===== config.mk =====
export PLATFORM = sky130hd
export DESIGN_NAME = spi_flash_seq_flat
export DESIGN_NICKNAME = d
export VERILOG_FILES = /design/src/rtl/spi_flash_seq_if.sv /design/src/rtl/spi_flash_seq.sv /design/src/flat_wrapper.sv
export SDC_FILE = /design/constraint.sdc
export NUM_CORES = 1
export LEC_CHECK = 0
export CORE_MARGIN = 3
export CORE_UTILIZATION = 44
export DETAILED_ROUTE_END_ITERATION = 8
export PLACE_DENSITY = 0.95
export REMOVE_ABC_BUFFERS = 1
export SETUP_SLACK_MARGIN = 0.02
export SLEW_MARGIN = 20
export SYNTH_ARGS = -nofsm -noshare
export SYNTH_HDL_FRONTEND = slang
export SYNTH_SLANG_ARGS = --single-unit
export TNS_END_PERCENT = 20

===== constraint.sdc =====
create_clock -name PCLK -period 4.1 [get_ports PCLK]
set_input_delay 0.41 -clock PCLK [delete_from_list [all_inputs] [get_ports PCLK]]
set_output_delay 0.41 -clock PCLK [all_outputs]
set_load 0.01 [all_outputs]

===== src/rtl/spi_flash_seq_if.sv =====
// spi_flash_seq_if
//   Bundles the request/response handshake and the APB master bus of
//   spi_flash_seq into one port.
//   master modport: sequencer side. It drives ReqReady, RspValid, RspData,
//                   PSEL, PENABLE, PWRITE, PADDR, PWDATA and PSTRB.
//   slave  modport: environment side. This is the fetch requester plus the
//                   SPI APB slave. It drives ReqValid, ReqAddr, RspReady,
//                   PREADY and PRDATA.
//   XLEN: APB data width (32 or 64); only bits [31:0] carry meaning.
interface spi_flash_seq_if #(
  parameter int XLEN = 32
);
  logic              ReqValid;
  logic [23:0]       ReqAddr;
  logic              ReqReady;
  logic              RspValid;
  logic [31:0]       RspData;
  logic              RspReady;
  logic              PSEL;
  logic              PENABLE;
  logic              PWRITE;
  logic [7:0]        PADDR;
  logic [XLEN-1:0]   PWDATA;
  logic [XLEN/8-1:0] PSTRB;
  logic              PREADY;
  logic [XLEN-1:0]   PRDATA;

  modport master (
    input  ReqValid, ReqAddr, RspReady, PREADY, PRDATA,
    output ReqReady, RspValid, RspData,
           PSEL, PENABLE, PWRITE, PADDR, PWDATA, PSTRB
  );

  modport slave (
    output ReqValid, ReqAddr, RspReady, PREADY, PRDATA,
    input  ReqReady, RspValid, RspData,
           PSEL, PENABLE, PWRITE, PADDR, PWDATA, PSTRB
  );
endinterface


===== src/rtl/spi_flash_seq.sv =====
// spi_flash_seq
//   Hardware read sequencer for the SPI peripheral. It turns one 24-bit flash
//   read request into the full APB register sequence on the SPI block.
//   The sequence is:
//     1. Write CSMODE=HOLD.
//     2. For each byte: write TXDATA with command/address/zero, then poll
//        RXDATA until it is non-empty.
//     3. Write CSMODE=AUTO.
//   It then returns the four data bytes as one little-endian word.
//
//   Ports:
//     PCLK     clock
//     PRESETn  synchronous active-low reset
//     bus      spi_flash_seq_if.master. It carries:
//                - the request handshake (ReqValid/ReqAddr/ReqReady);
//                - the response handshake (RspValid/RspData/RspReady);
//                - the APB master signals (PSEL/PENABLE/PWRITE/PADDR/PWDATA/
//                  PSTRB/PREADY/PRDATA).
//   Parameters:
//     XLEN     APB data width, 32 or 64; must match the interface instance
//     SPIBASE  offset added to every register address on PADDR
//   Build option:
//     SPI_FLASH_FASTREAD_EN  Uses fast read (0x0B) with one dummy byte after
//                            the address. The default build uses normal read
//                            (0x03).
module spi_flash_seq #(
  parameter int         XLEN    = 32,
  parameter logic [7:0] SPIBASE = 8'h00
) (
  input logic             PCLK,
  input logic             PRESETn,
  spi_flash_seq_if.master bus
);

  localparam logic [7:0] CSMODE_OFS  = 8'h18;
  localparam logic [7:0] TXDATA_OFS  = 8'h48;
  localparam logic [7:0] RXDATA_OFS  = 8'h4C;
  localparam logic [7:0] CSMODE_HOLD = 8'h02;
  localparam logic [7:0] CSMODE_AUTO = 8'h00;

`ifdef SPI_FLASH_FASTREAD_EN
  localparam logic [7:0] CMD  = 8'h0B;
  localparam logic [3:0] NHDR = 4'd5;  // cmd + 3 address + 1 dummy
  localparam logic [3:0] NTOT = 4'd9;
`else
  localparam logic [7:0] CMD  = 8'h03;
  localparam logic [3:0] NHDR = 4'd4;  // cmd + 3 address
  localparam logic [3:0] NTOT = 4'd8;
`endif

  typedef enum logic [2:0] {IDLE, CSON, TXB, RXPOLL, GAP, CSOFF, RESP} seqState_t;

  seqState_t   state, nextState;
  logic [23:0] addrReg;
  logic [3:0]  byteIdx;
  logic [31:0] rspData;
  logic        pollEmpty;    // last RXDATA poll returned the empty flag
  logic        accessPhase;  // current APB transfer is past its setup cycle
  logic        apbActive;
  logic        apbDone;
  logic        reqFire;
  logic        rxDone;
  logic [7:0]  txByte;
  logic [7:0]  wrByte;
  logic [1:0]  lane;

  // accessPhase is only ever set inside an APB state, so no state gating needed.
  assign apbDone = accessPhase && bus.PREADY;
  assign reqFire = (state == IDLE) && bus.ReqValid;
  assign rxDone  = (state == RXPOLL) && apbDone;
  assign lane    = 2'(byteIdx - NHDR);
  assign bus.RspData = rspData;

  // The dummy byte (fast read) and all read-out bytes are 0x00.
  always_comb begin
    case (byteIdx)
      4'd0:    txByte = CMD;
      4'd1:    txByte = addrReg[23:16];
      4'd2:    txByte = addrReg[15:8];
      4'd3:    txByte = addrReg[7:0];
      default: txByte = 8'h00;
    endcase
  end

  always_comb begin
    // NOTE: every signal driven here gets a default before the case, so no
    // path leaves one unassigned and no latch is inferred.
    nextState    = state;
    apbActive    = 1'b0;
    wrByte       = 8'h00;
    bus.ReqReady = 1'b0;
    bus.RspValid = 1'b0;
    bus.PWRITE   = 1'b0;
    bus.PADDR    = 8'h00;
    case (state)
      IDLE: begin
        // Held low while reset is asserted, even though state is IDLE.
        bus.ReqReady = PRESETn;
        if (bus.ReqValid) nextState = CSON;
      end
      CSON: begin
        apbActive  = 1'b1;
        bus.PWRITE = 1'b1;
        bus.PADDR  = SPIBASE + CSMODE_OFS;
        wrByte     = CSMODE_HOLD;
        if (apbDone) nextState = TXB;
      end
      TXB: begin
        apbActive  = 1'b1;
        bus.PWRITE = 1'b1;
        bus.PADDR  = SPIBASE + TXDATA_OFS;
        wrByte     = txByte;
        if (apbDone) nextState = RXPOLL;
      end
      RXPOLL: begin
        apbActive = 1'b1;
        bus.PADDR = SPIBASE + RXDATA_OFS;
        if (apbDone) nextState = GAP;
      end
      GAP: begin
        // One bus-idle cycle keeps two RXDATA reads apart.
        if (pollEmpty)           nextState = RXPOLL;
        else if (byteIdx < NTOT) nextState = TXB;
        else                     nextState = CSOFF;
      end
      CSOFF: begin
        apbActive  = 1'b1;
        bus.PWRITE = 1'b1;
        bus.PADDR  = SPIBASE + CSMODE_OFS;
        wrByte     = CSMODE_AUTO;
        if (apbDone) nextState = RESP;
      end
      RESP: begin
        bus.RspValid = 1'b1;
        if (bus.RspReady) nextState = IDLE;
      end
      default: nextState = IDLE;
    endcase
    bus.PSEL    = apbActive;
    bus.PENABLE = apbActive && accessPhase;
    bus.PWDATA  = XLEN'(wrByte);
    bus.PSTRB   = {(XLEN/8){bus.PWRITE}};
  end

  // NOTE: PRESETn is synchronous, so it is tested inside the clocked branch
  // and is not in the sensitivity list. A reset mid-transfer drops PSEL on
  // the next cycle and does not issue a CSOFF write.
  always_ff @(posedge PCLK) begin
    if (!PRESETn) begin
      state       <= IDLE;
      accessPhase <= 1'b0;
      pollEmpty   <= 1'b0;
      byteIdx     <= 4'd0;
      addrReg     <= 24'h0;
      rspData     <= 32'h0;
    end else begin
      // NOTE: non-blocking assignments make every register here update from
      // pre-edge values, independent of statement order.
      state       <= nextState;
      accessPhase <= apbActive && !apbDone;
      if (reqFire) begin
        addrReg <= bus.ReqAddr;
        byteIdx <= 4'd0;
        rspData <= 32'h0;
      end
      if (rxDone) begin
        pollEmpty <= bus.PRDATA[31];
        if (!bus.PRDATA[31]) begin
          // Bytes clocked in during command/address are echoes; drop them.
          if (byteIdx >= NHDR) rspData[{lane, 3'b000} +: 8] <= bus.PRDATA[7:0];
          byteIdx <= byteIdx + 4'd1;
        end
      end
    end
  end

endmodule


===== src/flat_wrapper.sv =====
// flat-port wrapper written by rule: the top's interface ports become plain ports
module spi_flash_seq_flat 
#(
  parameter int         XLEN    = 32,
  parameter logic [7:0] SPIBASE = 8'h00
)
  (PCLK, PRESETn, bus_ReqValid, bus_ReqAddr, bus_RspReady, bus_PREADY, bus_PRDATA, bus_ReqReady, bus_RspValid, bus_RspData, bus_PSEL, bus_PENABLE, bus_PWRITE, bus_PADDR, bus_PWDATA, bus_PSTRB);
  spi_flash_seq_if #(.XLEN(XLEN)) bus_i ();
  input logic PCLK;
  input logic PRESETn;
  input wire logic [$bits(bus_i.ReqValid)-1:0] bus_ReqValid;
  input wire logic [$bits(bus_i.ReqAddr)-1:0] bus_ReqAddr;
  input wire logic [$bits(bus_i.RspReady)-1:0] bus_RspReady;
  input wire logic [$bits(bus_i.PREADY)-1:0] bus_PREADY;
  input wire logic [$bits(bus_i.PRDATA)-1:0] bus_PRDATA;
  output wire logic [$bits(bus_i.ReqReady)-1:0] bus_ReqReady;
  output wire logic [$bits(bus_i.RspValid)-1:0] bus_RspValid;
  output wire logic [$bits(bus_i.RspData)-1:0] bus_RspData;
  output wire logic [$bits(bus_i.PSEL)-1:0] bus_PSEL;
  output wire logic [$bits(bus_i.PENABLE)-1:0] bus_PENABLE;
  output wire logic [$bits(bus_i.PWRITE)-1:0] bus_PWRITE;
  output wire logic [$bits(bus_i.PADDR)-1:0] bus_PADDR;
  output wire logic [$bits(bus_i.PWDATA)-1:0] bus_PWDATA;
  output wire logic [$bits(bus_i.PSTRB)-1:0] bus_PSTRB;
  assign bus_i.ReqValid = bus_ReqValid;
  assign bus_i.ReqAddr = bus_ReqAddr;
  assign bus_i.RspReady = bus_RspReady;
  assign bus_i.PREADY = bus_PREADY;
  assign bus_i.PRDATA = bus_PRDATA;
  assign bus_ReqReady = bus_i.ReqReady;
  assign bus_RspValid = bus_i.RspValid;
  assign bus_RspData = bus_i.RspData;
  assign bus_PSEL = bus_i.PSEL;
  assign bus_PENABLE = bus_i.PENABLE;
  assign bus_PWRITE = bus_i.PWRITE;
  assign bus_PADDR = bus_i.PADDR;
  assign bus_PWDATA = bus_i.PWDATA;
  assign bus_PSTRB = bus_i.PSTRB;
  spi_flash_seq #(.XLEN(XLEN), .SPIBASE(SPIBASE)) u_core (.PCLK(PCLK), .PRESETn(PRESETn), .bus(bus_i));
endmodule

==> impl_metrics.json <==
{
  "outcome": "completed",
  "dpl_cell_area_um2": 3730,
  "syn_inst": 339,
  "wl_per_cell_um": 15.3,
  "wirelength_um": 7630,
  "die_x_um": 87.7,
  "max-slew-margin-rel": 0.357,
  "syn_avg_cell_area_um2": 8.66,
  "drive_above_1_share": 0.0544,
  "ys_types": 39,
  "die_h_um": 87.7,
  "grt_setup_unrepaired": "no",
  "fin_nets": 484,
  "core-area_um2": 6420,
  "dp_hpwl_um": 5340,
  "hold_viol": 0,
  "hold_buffers": 0,
  "pre_cts_slack_ps": 1190,
  "worstSkewPairLatency_ps": 340,
  "drv_cap": 0,
  "critPathLaunchType": "register",
  "drc": 0,
  "fin_area_um2": 3970,
  "io_pins": 142,
  "fin_skew_ps": 10.3,
  "hp-class": "register to register",
  "powerDensity_nw_per_um2": 422,
  "cts_tree": "built",
  "synth_ff_type": "dfxtp_1",
  "synth_adder_area_share": 0.0213,
  "ctsHtreeMaxLevel": 3,
  "worst_pin_slew_ps": 964,
  "post-route-min-period_ps": 3240,
  "synth-compound-area-share": 0.211,
  "fin_ws_ps": 863,
  "synth_top_family_by_area": "compound AO/OA/AOI/OAI gates",
  "ys_seq_elements": 65,
  "timing.final.crit_share": 0.789,
  "vias_per_cell": 5.48,
  "crit_type": "register to output pin",
  "async_reset_ff_frac": 0,
  "gp_congestion": 0.862,
  "cts_setup_buffers": 0,
  "clockBufferDepth": 2,
  "antenna_left": 0,
  "fmax_mhz": 309,
  "vdd.ir_drop.worst_v": 0.000245,
  "row_count": 29,
  "grt_pass1_vias": 2568,
  "diodes": 0,
  "yosysWarnings": 0,
  "grt_max_degree": 33,
  "cts-root-buf": "clkbuf_8",
  "setup_viol": 0,
  "synth-simple-area-share": 0.197,
  "cts-buffers-inserted": 9,
  "cp.arrival_ps": 2830,
  "cp_data_required_time_ps": 3690,
  "area_growth_pct": 35.4,
  "synth-edff-count": 0,
  "ys_seq_area_frac": 0.443,
  "nFillCells": 531,
  "dieArea_um2": 7680,
  "grt_util_all_layers": 0.200,
  "io_buffers": 90,
  "start_util": 0.457,
  "synth_xor_area_frac": 0,
  "drtPass1Iterations": 5,
  "setup_tns_ps": 0,
  "drt_iter0_markers": 276,
  "cp_max_fo": 11,
  "cts_resized": 0,
  "slew_violations": 0,
  "synth.mux.area_fraction": 0.00682,
  "vias": 2742,
  "leakage_nw": 1.47,
  "grt_pass1_wl_um": 12200,
  "synth_area_um2": 2930,
  "antenna_found_initial": 0,
  "end_kind": "output pin",
  "cts.sinks": 65,
  "cts.reportedPaths.clkPinSlew_ps": 70,
  "grt.overflow.total": 0
}
per-stage QoR:
step                      hold slack (ps)  cells   util  power [mW]
after global placement                442    483  0.581        1.06
after global routing                  476    500  0.619        1.75
after CTS                             458    499  0.616        1.68
after floorplan                       436    314      -       0.889
final                                 457    500  0.619        1.68
after detailed placement              448    483  0.581        1.07
Yosys cell counts, types with 4 or more instances:
master | instances | area share
a21oi_1 | 35 | 0.060
a222oi_1 | 6 | 0.020
a32o_1 | 8 | 0.027
and3_1 | 4 | 0.0085
buf_4 | 34 | 0.087
clkbuf_1 | 16 | 0.020
dfxtp_1 | 65 | 0.44
ha_1 | 5 | 0.021
inv_1 | 7 | 0.0090
nand2_1 | 67 | 0.086
nand3_1 | 11 | 0.019
nand3b_1 | 5 | 0.013
nor2_1 | 13 | 0.017
o21ai_0 | 4 | 0.0068
o2bb2ai_1 | 21 | 0.063
where the power goes:
part	internal [mW]	switching (mW)	total (mW)	leakage (nW)
clock network	0.361	0.253	0.614	0.113
logic	0.164	0.184	0.348	0.828
registers	0.675	0.0414	0.716	0.528
total	1.20	0.478	1.68	1.47
sequential cells by signal, indices dropped and copies added, names as in the netlist:
name,cells
u_core.bus.RspData,32
u_core.pollEmpty,1
u_core.state,3
u_core.accessPhase,1
u_core.addrReg,24
u_core.byteIdx,4
critical path, cell delays in order, from the launching register on:
cell	delay [ps]
dfxtp_1	390
inv_1	230
ha_1	510
nor4_1	90
nor3_1	190
nand2_1	240
o22ai_1	270
clkdlybuf4s50_1	570
final cells by class:
class                           instances  area, um^2  area share
Timing Repair Buffer                   93         930       0.234
Inverter                                7        26.3     0.00661
Clock inverter                          6        90.1      0.0227
Multi-Input combinational cell        242        1390       0.350
Sequential cell                        65        1300       0.328
Clock buffer                           10         138      0.0346
Tap cell                               77        96.3      0.0243
final timing paths:
check,startpoint,to,slack [ps],cells after the start
setup / recovery,u_core.byteIdx[0],bus_PWDATA[1],860,7
hold / removal,u_core.addrReg[11],u_core.addrReg[11],460,2
setup reg to reg,u_core.state[0],u_core.bus.RspData[21],1900,5
hold reg to reg,u_core.addrReg[11],u_core.addrReg[11],460,2
layer usage:
layer  vias up  wire length [um]  GRT usage
li1       1310                 -          -
met1      1280              3180      0.246
met2       134              3730      0.332
met3        18               492     0.0376
met4         0               220      0.107
met5         -                 0          0
kinds of logic after synthesis:
group,Yosys count
flip-flops,65
multiplexers,2
AO/OA/AOI/OAI,87
adder cells (fa/ha/maj),5
AND/OR/NAND/NOR,120
other,1
buffers and inverters,59
cell usage in the layout (no fill, tap or decap), types with 3 or more instances in the layout:
cell,Yosys,final
a211oi_1,3,3
a21oi_1,35,35
a222oi_1,6,6
a31oi_1,3,3
a32o_1,8,8
and3_1,4,4
clkbuf_8,0,11
clkdlybuf4s50_1,0,90
conb_1,1,28
dfxtp_1,65,65
ha_1,5,5
inv_1,7,7
nand2_1,67,67
nand2b_1,3,3
nand3_1,11,11
nand3b_1,5,5
nor2_1,13,13
nor3_1,3,3
nor4_1,3,3
o21ai_0,4,4
o2bb2ai_1,21,21
Note: power is estimated with default switching activity, not from simulation.
